`src/rtl/ibex_load_wb_scoreboard_if.sv`:
```
// ibex_load_wb_scoreboard_if: issue, response and hazard signals between ID/EX, the LSU and the load scoreboard.
interface ibex_load_wb_scoreboard_if #(
    parameter int Depth = 2
) ();
    localparam int CntW = $clog2(Depth + 1);
    logic            issue_valid_i;
    logic [4:0]      issue_waddr_i;
    logic            issue_ready_o;
    logic            resp_valid_i;
    logic            resp_err_i;
    logic [4:0]      resp_waddr_o;
    logic            resp_we_o;
    logic [4:0]      rs1_addr_i;
    logic [4:0]      rs2_addr_i;
    logic            rs1_hazard_o;
    logic            rs2_hazard_o;
    logic [CntW-1:0] outstanding_o;
    logic            protocol_err_o;
    modport master (
        output issue_valid_i, issue_waddr_i, resp_valid_i, resp_err_i, rs1_addr_i, rs2_addr_i,
        input  issue_ready_o, resp_waddr_o, resp_we_o, rs1_hazard_o, rs2_hazard_o, outstanding_o,
               protocol_err_o
    );
    modport slave (
        input  issue_valid_i, issue_waddr_i, resp_valid_i, resp_err_i, rs1_addr_i, rs2_addr_i,
        output issue_ready_o, resp_waddr_o, resp_we_o, rs1_hazard_o, rs2_hazard_o, outstanding_o,
               protocol_err_o
    );
endinterface

```
`src/rtl/ibex_load_wb_scoreboard.sv`:
```
// ibex_load_wb_scoreboard: in-order queue of outstanding loads giving RF writeback address/enable and RAW hazards.
module ibex_load_wb_scoreboard #(
    parameter int Depth = 2
) (
    input logic                        clk_i,
    input logic                        rst_ni,
    ibex_load_wb_scoreboard_if.slave   bus
);
    localparam int PtrW = (Depth > 1) ? $clog2(Depth) : 1;
    localparam int CntW = $clog2(Depth + 1);
    logic [Depth-1:0]      valid_q, we_q;
    logic [Depth-1:0][4:0] waddr_q;
    logic [PtrW-1:0]       wp_q, rp_q;
    logic [CntW-1:0]       cnt_q;
    logic                  perr_q;
    logic                  full, empty, iss, ret, h1, h2;
    assign full  = cnt_q == CntW'(Depth);
    assign empty = cnt_q == '0;
    assign iss   = bus.issue_valid_i & ~full;
    assign ret   = bus.resp_valid_i & ~empty;
    assign bus.issue_ready_o  = ~full;
    assign bus.outstanding_o  = cnt_q;
    assign bus.protocol_err_o = perr_q;
    assign bus.resp_waddr_o   = empty ? 5'd0 : waddr_q[rp_q];
    assign bus.resp_we_o      = ret & we_q[rp_q] & ~bus.resp_err_i;
    // Hazards look only at registered entries; a retiring head still counts.
    always_comb begin
        h1 = 1'b0;
        h2 = 1'b0;
        for (int i = 0; i < Depth; i++) begin
            h1 = h1 | (valid_q[i] & we_q[i] & (waddr_q[i] == bus.rs1_addr_i));
            h2 = h2 | (valid_q[i] & we_q[i] & (waddr_q[i] == bus.rs2_addr_i));
        end
        bus.rs1_hazard_o = h1 & (bus.rs1_addr_i != 5'd0);
        bus.rs2_hazard_o = h2 & (bus.rs2_addr_i != 5'd0);
    end
    always_ff @(posedge clk_i or negedge rst_ni) begin
        if (!rst_ni) begin
            valid_q <= '0;
            we_q    <= '0;
            waddr_q <= '0;
            wp_q    <= '0;
            rp_q    <= '0;
            cnt_q   <= '0;
            perr_q  <= 1'b0;
        end else begin
            if (ret) valid_q[rp_q] <= 1'b0;
            if (iss) begin
                valid_q[wp_q] <= 1'b1;
                we_q[wp_q]    <= bus.issue_waddr_i != 5'd0;
                waddr_q[wp_q] <= bus.issue_waddr_i;
                wp_q          <= (wp_q == PtrW'(Depth - 1)) ? '0 : wp_q + 1'b1;
            end
            if (ret) rp_q <= (rp_q == PtrW'(Depth - 1)) ? '0 : rp_q + 1'b1;
            cnt_q  <= cnt_q + CntW'(iss) - CntW'(ret);
            perr_q <= (bus.resp_valid_i & empty) | (bus.issue_valid_i & full);
        end
    end
endmodule

```
`src/flat_wrapper.sv`:
```
// flat-port wrapper written by rule: the top's interface ports become plain ports
module ibex_load_wb_scoreboard_flat 
#(
    parameter int Depth = 2
)
  (clk_i, rst_ni, bus_issue_valid_i, bus_issue_waddr_i, bus_resp_valid_i, bus_resp_err_i, bus_rs1_addr_i, bus_rs2_addr_i, bus_issue_ready_o, bus_resp_waddr_o, bus_resp_we_o, bus_rs1_hazard_o, bus_rs2_hazard_o, bus_outstanding_o, bus_protocol_err_o);
  ibex_load_wb_scoreboard_if #(.Depth(Depth)) bus_i ();
  input logic clk_i;
  input logic rst_ni;
  input wire logic [$bits(bus_i.issue_valid_i)-1:0] bus_issue_valid_i;
  input wire logic [$bits(bus_i.issue_waddr_i)-1:0] bus_issue_waddr_i;
  input wire logic [$bits(bus_i.resp_valid_i)-1:0] bus_resp_valid_i;
  input wire logic [$bits(bus_i.resp_err_i)-1:0] bus_resp_err_i;
  input wire logic [$bits(bus_i.rs1_addr_i)-1:0] bus_rs1_addr_i;
  input wire logic [$bits(bus_i.rs2_addr_i)-1:0] bus_rs2_addr_i;
  output wire logic [$bits(bus_i.issue_ready_o)-1:0] bus_issue_ready_o;
  output wire logic [$bits(bus_i.resp_waddr_o)-1:0] bus_resp_waddr_o;
  output wire logic [$bits(bus_i.resp_we_o)-1:0] bus_resp_we_o;
  output wire logic [$bits(bus_i.rs1_hazard_o)-1:0] bus_rs1_hazard_o;
  output wire logic [$bits(bus_i.rs2_hazard_o)-1:0] bus_rs2_hazard_o;
  output wire logic [$bits(bus_i.outstanding_o)-1:0] bus_outstanding_o;
  output wire logic [$bits(bus_i.protocol_err_o)-1:0] bus_protocol_err_o;
  assign bus_i.issue_valid_i = bus_issue_valid_i;
  assign bus_i.issue_waddr_i = bus_issue_waddr_i;
  assign bus_i.resp_valid_i = bus_resp_valid_i;
  assign bus_i.resp_err_i = bus_resp_err_i;
  assign bus_i.rs1_addr_i = bus_rs1_addr_i;
  assign bus_i.rs2_addr_i = bus_rs2_addr_i;
  assign bus_issue_ready_o = bus_i.issue_ready_o;
  assign bus_resp_waddr_o = bus_i.resp_waddr_o;
  assign bus_resp_we_o = bus_i.resp_we_o;
  assign bus_rs1_hazard_o = bus_i.rs1_hazard_o;
  assign bus_rs2_hazard_o = bus_i.rs2_hazard_o;
  assign bus_outstanding_o = bus_i.outstanding_o;
  assign bus_protocol_err_o = bus_i.protocol_err_o;
  ibex_load_wb_scoreboard #(.Depth(Depth)) u_core (.clk_i(clk_i), .rst_ni(rst_ni), .bus(bus_i));
endmodule
```
`config.mk`:
```
export PLATFORM = sky130hd
export DESIGN_NAME = ibex_load_wb_scoreboard_flat
export DESIGN_NICKNAME = d
export VERILOG_FILES = /design/src/rtl/ibex_load_wb_scoreboard_if.sv /design/src/rtl/ibex_load_wb_scoreboard.sv /design/src/flat_wrapper.sv
export SDC_FILE = /design/constraint.sdc
export NUM_CORES = 1
export LEC_CHECK = 0
export ABC_AREA = 1
export BUFFER_PORTS_ARGS = -buffer_cell sky130_fd_sc_hd__buf_4
export CORE_MARGIN = 1.5
export CORE_UTILIZATION = 40
export CTS_BUF_LIST = sky130_fd_sc_hd__clkbuf_8
export CTS_CLUSTER_SIZE = 28
export DETAILED_ROUTE_END_ITERATION = 8
export PLACE_DENSITY = 0.67
export RECOVER_POWER = 100
export SETUP_SLACK_MARGIN = 0.02
export SLEW_MARGIN = 20
export SYNTH_ARGS = -nofsm -noshare
export SYNTH_HDL_FRONTEND = slang
export SYNTH_SLANG_ARGS = --single-unit
```
`constraint.sdc`:
```
create_clock -name clk_i -period 3.2 [get_ports clk_i]
set_input_delay 0.16 -clock clk_i [delete_from_list [all_inputs] [get_ports clk_i]]
set_output_delay 0.16 -clock clk_i [all_outputs]
set_load 0.02 [all_outputs]
```
# Word-level counts from Yosys, hierarchy flattened
# Cells that the tools add are included.
# op_classes
bitwise_logic	23
order_cmp	4
eq_ne	5
n_mux	17
reduce_logical	6
addsub	4
# ops
op	n
$eq 5x5->1	4
$mux 5	4
$reduce_bool 5->1	3
$and 1x1->1	14
$bwmux 10	1
$mux 1	6
$demux 5 s1	1
$lt 1x2->1 const B	2
$mux 2	2
$not 1->1	3
$or 1x1->1	3
$add 1x1->1 const B	2
$add 2x1->2	1
$and 2x2->2	1
$bwmux 2	1
$demux 1 s1	2
$eq 2x2->1 const B	1
$ge 1x1->1 const B	2
$logic_and 1x1->1	2
$logic_not 2->1	1
$not 2->2	1
$or 2x2->2	1
$sub 2x1->2	1
# word_totals
output_inout_bits	12
inputBits	20
wordCells	67
register_bits	19

# Longest topological paths before layout
# Gate-level depths: netlist of the first run.
# logic_depth
ltp_word	9
mapped_depth	9
ltp_nobuf	8

# Worst setup path after synthesis of the first run
# Ideal clock, no wire load.
# synth_timing
kind	register -> output
start	register u_core.cnt_q[1], in the netlist u_core.bus.outstanding_o[1]
end	output bus_resp_we_o
required_time_ps	3040
n_path_buf	0
arrival_ps	1316
stages_incl_launch_ff	5
path_slack_ps	1724
path_cell_list	dfrtp_1 -> nor2_1 -> nor2_2 -> inv_1 -> nor3_1
# synth_between
elab_chain_cells	5
# synth_lines
element	line_no	text
from (decl)	ibex_load_wb_scoreboard.sv:14	logic [CntW-1:0] cnt_q;
from (signal assigned)	ibex_load_wb_scoreboard.sv:55	cnt_q <= cnt_q + CntW'(iss) - CntW'(ret);
$logic_not 2->1	ibex_load_wb_scoreboard.sv:18	assign empty = cnt_q == '0;
$not 1->1	ibex_load_wb_scoreboard.sv:20	assign ret = bus.resp_valid_i & ~empty;
$and 1x1->1	ibex_load_wb_scoreboard.sv:20	
net u_core.ret	ibex_load_wb_scoreboard.sv:16	logic full, empty, iss, ret, h1, h2;
$and 1x1->1 (2 in a row)	ibex_load_wb_scoreboard.sv:25	assign bus.resp_we_o = ret & we_q[rp_q] & ~bus.resp_err_i;
to (decl)	flat_wrapper.sv:18	output wire logic [$bits(bus_i.resp_we_o)-1:0] bus_resp_we_o;
# The timed path passes the listed nets, and every way through them passes these cells.

# Worst setup path after layout of the first run
# layout_timing
start	register u_core.rp_q
end	output bus_resp_waddr_o[4]
# layout_between
elab_chain_cells	3
# layout_lines
element	line_no	text
from (decl)	ibex_load_wb_scoreboard.sv:13	logic [PtrW-1:0] wp_q, rp_q;
from (signal assigned)	ibex_load_wb_scoreboard.sv:54	if (ret) rp_q <= (rp_q == PtrW'(Depth - 1)) ? '0 : rp_q + 1'b1;
$mux 5 (implied by the code) (2 in a row)	ibex_load_wb_scoreboard.sv:24	assign bus.resp_waddr_o = empty ? 5'd0 : waddr_q[rp_q];
$mux 5	ibex_load_wb_scoreboard.sv:24	
to (decl)	flat_wrapper.sv:17	output wire logic [$bits(bus_i.resp_waddr_o)-1:0] bus_resp_waddr_o;
# Every way passes these cells. The select of a mux whose other input is x is not followed.

==> results of run 1 <==
## path summary, 6_finish.rpt
check | endpoint | start | cells after the start | slack, ns
max | bus_resp_waddr_o[4] | u_core.rp_q | 3 | 1.54
min | u_core.waddr_q[8] | bus_issue_waddr_i[3] | 3 | 0.13
max reg2reg | u_core.we_q[0] | u_core.bus.outstanding_o[1] | 6 | 1.63
min reg2reg | u_core.valid_q[1] | u_core.valid_q[1] | 2 | 0.48
max in group asynchronous | u_core.valid_q[0] | rst_ni | 2 | 1.98
min in group asynchronous | u_core.bus.outstanding_o[1] | rst_ni | 2 | 0.60
## report_power, final
group | internal [mW] | total, mW | switching [mW]
Sequential | 0.363 | 0.475 | 0.112
Combinational | 0.248 | 0.740 | 0.492
Clock | 0.0867 | 0.172 | 0.0853
## worst max-delay path, delay by kind of cell, from the launching register on
| family | cells | cell delay (ns) |
|---|---|---|
| AO/OA/AOI/OAI | 2 | 0.37 |
| buffers and inverters | 1 | 0.25 |
| flip-flops | 1 | 0.63 |
## layout make-up
type                            count  area share (%)
Inverter                           31            7.62
Multi-Input combinational cell    142            41.6
Sequential cell                    19            31.1
Clock buffer                        3            2.70
Tap cell                           44            3.61
Timing Repair Buffer               32            13.0
Clock inverter                      1           0.328
## per-layer routing
layer  GRT usage (%)  up-vias  wire [um]
met5               0        -          0
met4            5.71        0         38
met3            2.62        5        109
met2            29.8       23       1380
met1            26.2      519       1500
li1                -      660          -
## what timing repair did
action	4_1_cts	5_1_grt
setup buffers	0	0
endpoints found under the hold margin	19	0
gates resized for setup	0	0
hold buffers	1	0
## cell families after synthesis
kind of cell               share of synthesized area (%)
xor gates and xnor gates                            2.73
adders and majority gates                           1.95
buffers and inverters                               11.2
and+or+nand+nor                                     34.7
DFF                                                 37.1
AOI/OAI and AO/OA                                   12.3
## synth_stat cells (all sizes together)
master | instances | area [um2]
dfrtp | 19 | 475
ha | 2 | 25.0
inv | 31 | 116
o21ai | 20 | 123
xnor2 | 2 | 17.5
nand3 | 7 | 35.0
a21oi | 7 | 35.0
nor3 | 4 | 20.0
xor2 | 2 | 17.5
nor2 | 20 | 80.1
buf | 3 | 27.5
nand2 | 78 | 310
## sequential cells by signal, indices dropped and copies added (netlist names)
register and cells:
u_core.wp_q 1, u_core.bus.outstanding_o 2, u_core.valid_q 2, u_core.waddr_q 10
u_core.rp_q 1, u_core.bus.protocol_err_o 1, u_core.we_q 2
## placed cells by master, fill, tap and decap left out
master,netlist,layout
clkinv_2,0,1
ha_1,2,2
nor2_1,18,20
buf_4,0,19
o21ai_2,6,2
dlygate4sd3_1,0,1
o21ai_0,14,18
clkbuf_8,0,3
inv_1,28,30
clkbuf_1,0,12
nand2_2,1,1
xor2_1,2,2
a21oi_1,7,7
xnor2_1,2,2
nand3_1,7,7
dfrtp_1,19,19
inv_2,3,1
nor3_1,4,4
nand2_1,75,76
nand2_4,2,1
==> results_dict.tcl, run 1 <==
set metrics [dict create \
    crit_type "flop to output port" \
    final_area_um2 1530 \
    die_w_um 59.6 \
    cts_inserted_buffers 3 \
    critPathMaxFanout 15 \
    worst_slack_ns 1.54 \
    synth-seq-area-share_pct 37.1 \
    relSlewSlack_pct 31.3 \
    fp.dieArea_um2 3560 \
    fin_hold_ws_ns 0.127 \
    hold_viol_final 0 \
    syn2layout_area_growth_pct 19.0 \
    clock_path_buffers 2 \
    design.portCount 32 \
    maxSlewViolCount 0 \
    overflow 0 \
    ir_drop_mv 0.436 \
    synth_nets 217 \
    total_power_mw 1.39 \
    cp_slowest_stage_delay_ns 0.63 \
    coreArea_um2 3050 \
    multi_input_area_um2 636 \
    power_density_nw_per_um2 909 \
    diodes 0 \
    ys_seq_elements 19 \
    grt_pass1_wl_um 4900 \
    setup_violations 0 \
    drive_above_1_share_pct 12.3 \
    htree_levels 1 \
    cp.arrival_ns 1.50 \
    routed_wl_um 3020 \
    detail-route-antenna-nets 0 \
    maxCapViolations 0 \
    startpoint_type "flop" \
    synth_cells 195 \
    rsz0062_at_grt "false" \
    fin_worst_skew_ns 0.00164 \
    endpoint_kind "output port" \
    post-place-ws_ns 1.78 \
    max_freq_mhz 604 \
    via_per_inst 4.44 \
    drc 0 \
    path_cells "o21ai_0 -> a21oi_1 -> clkbuf_1" \
    synth_cell_types 18 \
    place.gp.congestion 0.856 \
    start_util_pct 42.0 \
    dp_cells 267 \
    portBuffers 31 \
    routedWlPerCell_um 11.1 \
    required_ns 3.04 \
    clkTransAtPathRegs_ns 0.07 \
    grt_usage_pct 18.7 \
    grt_max_degree 20 \
    nets 251 \
    placed_area_um2 1540 \
    clock-root-buffer "clkbuf_8" \
    die_h_um 59.6 \
    period_share_pct 51.8 \
    row_count 20 \
    post-route-util_pct 50.0 \
    timing.final.crit_period_ns 1.66 \
    num-fill-cells 360 \
    tns_ns 0 \
    cts_sinks 19 \
    regArea_um2 475 \
    synth-warning-count 0 \
    cts_tree "yes" \
    worst_path_max_delay_cell "dfrtp_1" \
    route.vias.total 1207 \
    syn_avg_cell_area_um2 6.58 \
    hp-class "primary input to flop" \
    initialDrtViolationCount 55 \
    first_pass_iters 4 \
    power.leakage_nw 0.841 \
    grt_pass1_vias 1097 \
    place_hpwl_um 2350 \
    worstMarginPinSlew_ns 1.03 \
    clk_latency_ns 0.26 \
    fin_cells 272 \
    antenna_found_initial 0 \
    syn_area_um2 1280 \
    status "completed" \
]
Power figures use the tool's default switching activity.
==> inputs of run 2 (changes only) <==
- clock period: 3.2 -> 1.55 ns (I/O delays scaled with it)
==> run 2 against run 1 <==
Against the previous run:
- hold slack got worse by 0.088 ns
- sequential power up 110%
- non-clock buffer count up 3
- first-iteration DRC count grew 9.1%
- critical endpoint is now bus_rs2_hazard_o
- highest routed layer unchanged
- critical path type unchanged
- critical path depth rose by 4
- combinational power rose by 120%
==> results_dict.tcl, run 2 (same netlist as run 1, synthesis figures left out) <==
set metrics [dict create \
    status "completed" \
    cts_tree "yes" \
    critical-path-top-delay-family "flip-flops" \
    routedWlPerCell_um 10.9 \
    fin_worst_skew_ns 0.00986 \
    largest-register "u_core.waddr_q" \
    worstMarginPinSlew_ns 1.05 \
    path_common_cell "nand2_1" \
    layout_common_cells "76 x nand2_1, 28 x inv_1, 20 x buf_4, 19 x nor2_1" \
    required_ns 1.47 \
    fp.dieArea_um2 3560 \
    critPathMaxFanout 4 \
    diodes 0 \
    rsz0062_at_grt "false" \
    path_depth 7 \
    overflow 0 \
    final_common_cell "nand2_1" \
    total_power_mw 2.94 \
    hp-class "primary input to flop" \
    endpoint_kind "output port" \
    grt_usage_pct 18.8 \
    clk_latency_ns 0.26 \
    via_per_inst 4.55 \
    clock_path_buffers 2 \
    detail-route-antenna-nets 0 \
    syn2layout_area_growth_pct 22.0 \
    power_density_nw_per_um2 1880 \
    die_w_um 59.6 \
    drc 0 \
    ir_drop_mv 1.02 \
    crit_buf_inv 2 \
    num-fill-cells 365 \
    routed_wl_um 3000 \
    cts_inserted_buffers 3 \
    portBuffers 31 \
    hold_depth 3 \
    design.portCount 32 \
    start_util_pct 42.0 \
    first_pass_iters 5 \
    grt_max_degree 20 \
    cts_sinks 19 \
    place_hpwl_um 2370 \
    tns_ns 0 \
    route.vias.total 1252 \
    die_h_um 59.6 \
    power.leakage_nw 0.881 \
    clkTransAtPathRegs_ns 0.08 \
    initialDrtViolationCount 60 \
    worst_slack_ns 0.113 \
    rr_worst_depth 6 \
    largest_reg_flops 10 \
    maxCapViolations 0 \
    worst_path_max_delay_cell "dfrtp_1" \
    setup_violations 0 \
    grt_pass1_vias 1158 \
    grt_pass1_wl_um 4930 \
    cp.arrival_ns 1.36 \
    post-place-ws_ns 0.193 \
    max_freq_mhz 696 \
    timing.final.crit_period_ns 1.44 \
    coreArea_um2 3050 \
    period_share_pct 92.7 \
    maxSlewViolCount 0 \
    row_count 20 \
    relSlewSlack_pct 30.2 \
    place.gp.congestion 0.828 \
    antenna_found_initial 0 \
    cp_slowest_stage_delay_ns 0.37 \
    path_cells "inv_1 -> nand2_1 -> nand2_1 -> nor2_1 -> nand3_1 -> a21oi_1 -> buf_2" \
    crit_type "flop to output port" \
    clock-root-buffer "clkbuf_8" \
    startpoint_type "flop" \
    htree_levels 1 \
    drive_above_1_share_pct 18.6 \
    hold_viol_final 0 \
    nets 254 \
]
==> run 2: cell types whose count changed in the layout (fill, tap and decap cells not counted), moves of 2 or more <==
cell / previous run / this run
buf_2: 0 / 3
clkbuf_1: 12 / 5
clkbuf_2: 0 / 6
inv_1: 30 / 28
inv_2: 1 / 3
==> run 2: path summary, 6_finish.rpt <==
kind	from	endpoint	slack, ns
setup / recovery	u_core.waddr_q[9]	bus_rs2_hazard_o	0.11
hold / removal	bus_issue_waddr_i[3]	u_core.waddr_q[3]	0.04
setup reg to reg	u_core.bus.outstanding_o[0]	u_core.bus.outstanding_o[1]	0.17
hold reg to reg	u_core.valid_q[1]	u_core.valid_q[1]	0.48
max in group asynchronous	rst_ni	u_core.rp_q	0.31
min in group asynchronous	rst_ni	u_core.bus.outstanding_o[0]	0.55
==> run 2: final cells by class <==
cell class | instances | area, um2 | area share, %
Clock buffer | 3 | 41.3 | 2.64
Inverter | 31 | 116 | 7.43
Timing Repair Buffer | 35 | 224 | 14.3
Tap cell | 44 | 55.1 | 3.52
Sequential cell | 19 | 477 | 30.5
Multi-Input combinational cell | 142 | 647 | 41.3
Clock inverter | 1 | 5.00 | 0.320
==> run 2: what timing repair did <==
| item | CTS | global route |
|---|---|---|
| resized for setup | 0 | 4 |
| endpoints found under the setup margin | 0 | 7 |
| hold buffers | 1 | 0 |
| endpoints found under the hold margin | 19 | 0 |
| setup buffers | 0 | 1 |
==> run 2: metrics by stage <==
step	utilization (%)	cells	cell area, um2	hold WS [ns]
floorplan	-	195	1280	-0.218
global placement	51.0	269	1560	-0.0317
detailed placement	51.0	269	1560	-0.0301
CTS	52.9	274	1610	0.0404
global route	51.3	275	1570	0.0411
finish	51.3	275	1570	0.0395
==> run 2: layer usage <==
| layer | part of all wire, % | vias to the layer above | GRT usage, % |
|---|---|---|---|
| li1 | - | 665 | - |
| met1 | 47 | 557 | 23.9 |
| met2 | 48 | 25 | 32.8 |
| met3 | 4.3 | 5 | 3.49 |
| met4 | 0.87 | 0 | 4.76 |
| met5 | 0 | - | 0 |
==> run 2: power breakdown <==
group | switching, mW | total, mW | internal (mW)
combinational | 1.03 | 1.61 | 0.577
clock | 0.166 | 0.345 | 0.179
sequential | 0.230 | 0.982 | 0.752
==> run 2: worst min-delay path: cells and delay by family <==
family                 cells  cell delay [ns]
AO/OA/AOI/OAI              1             0.05
AND/OR/NAND/NOR            1             0.04
buffers and inverters      1             0.09
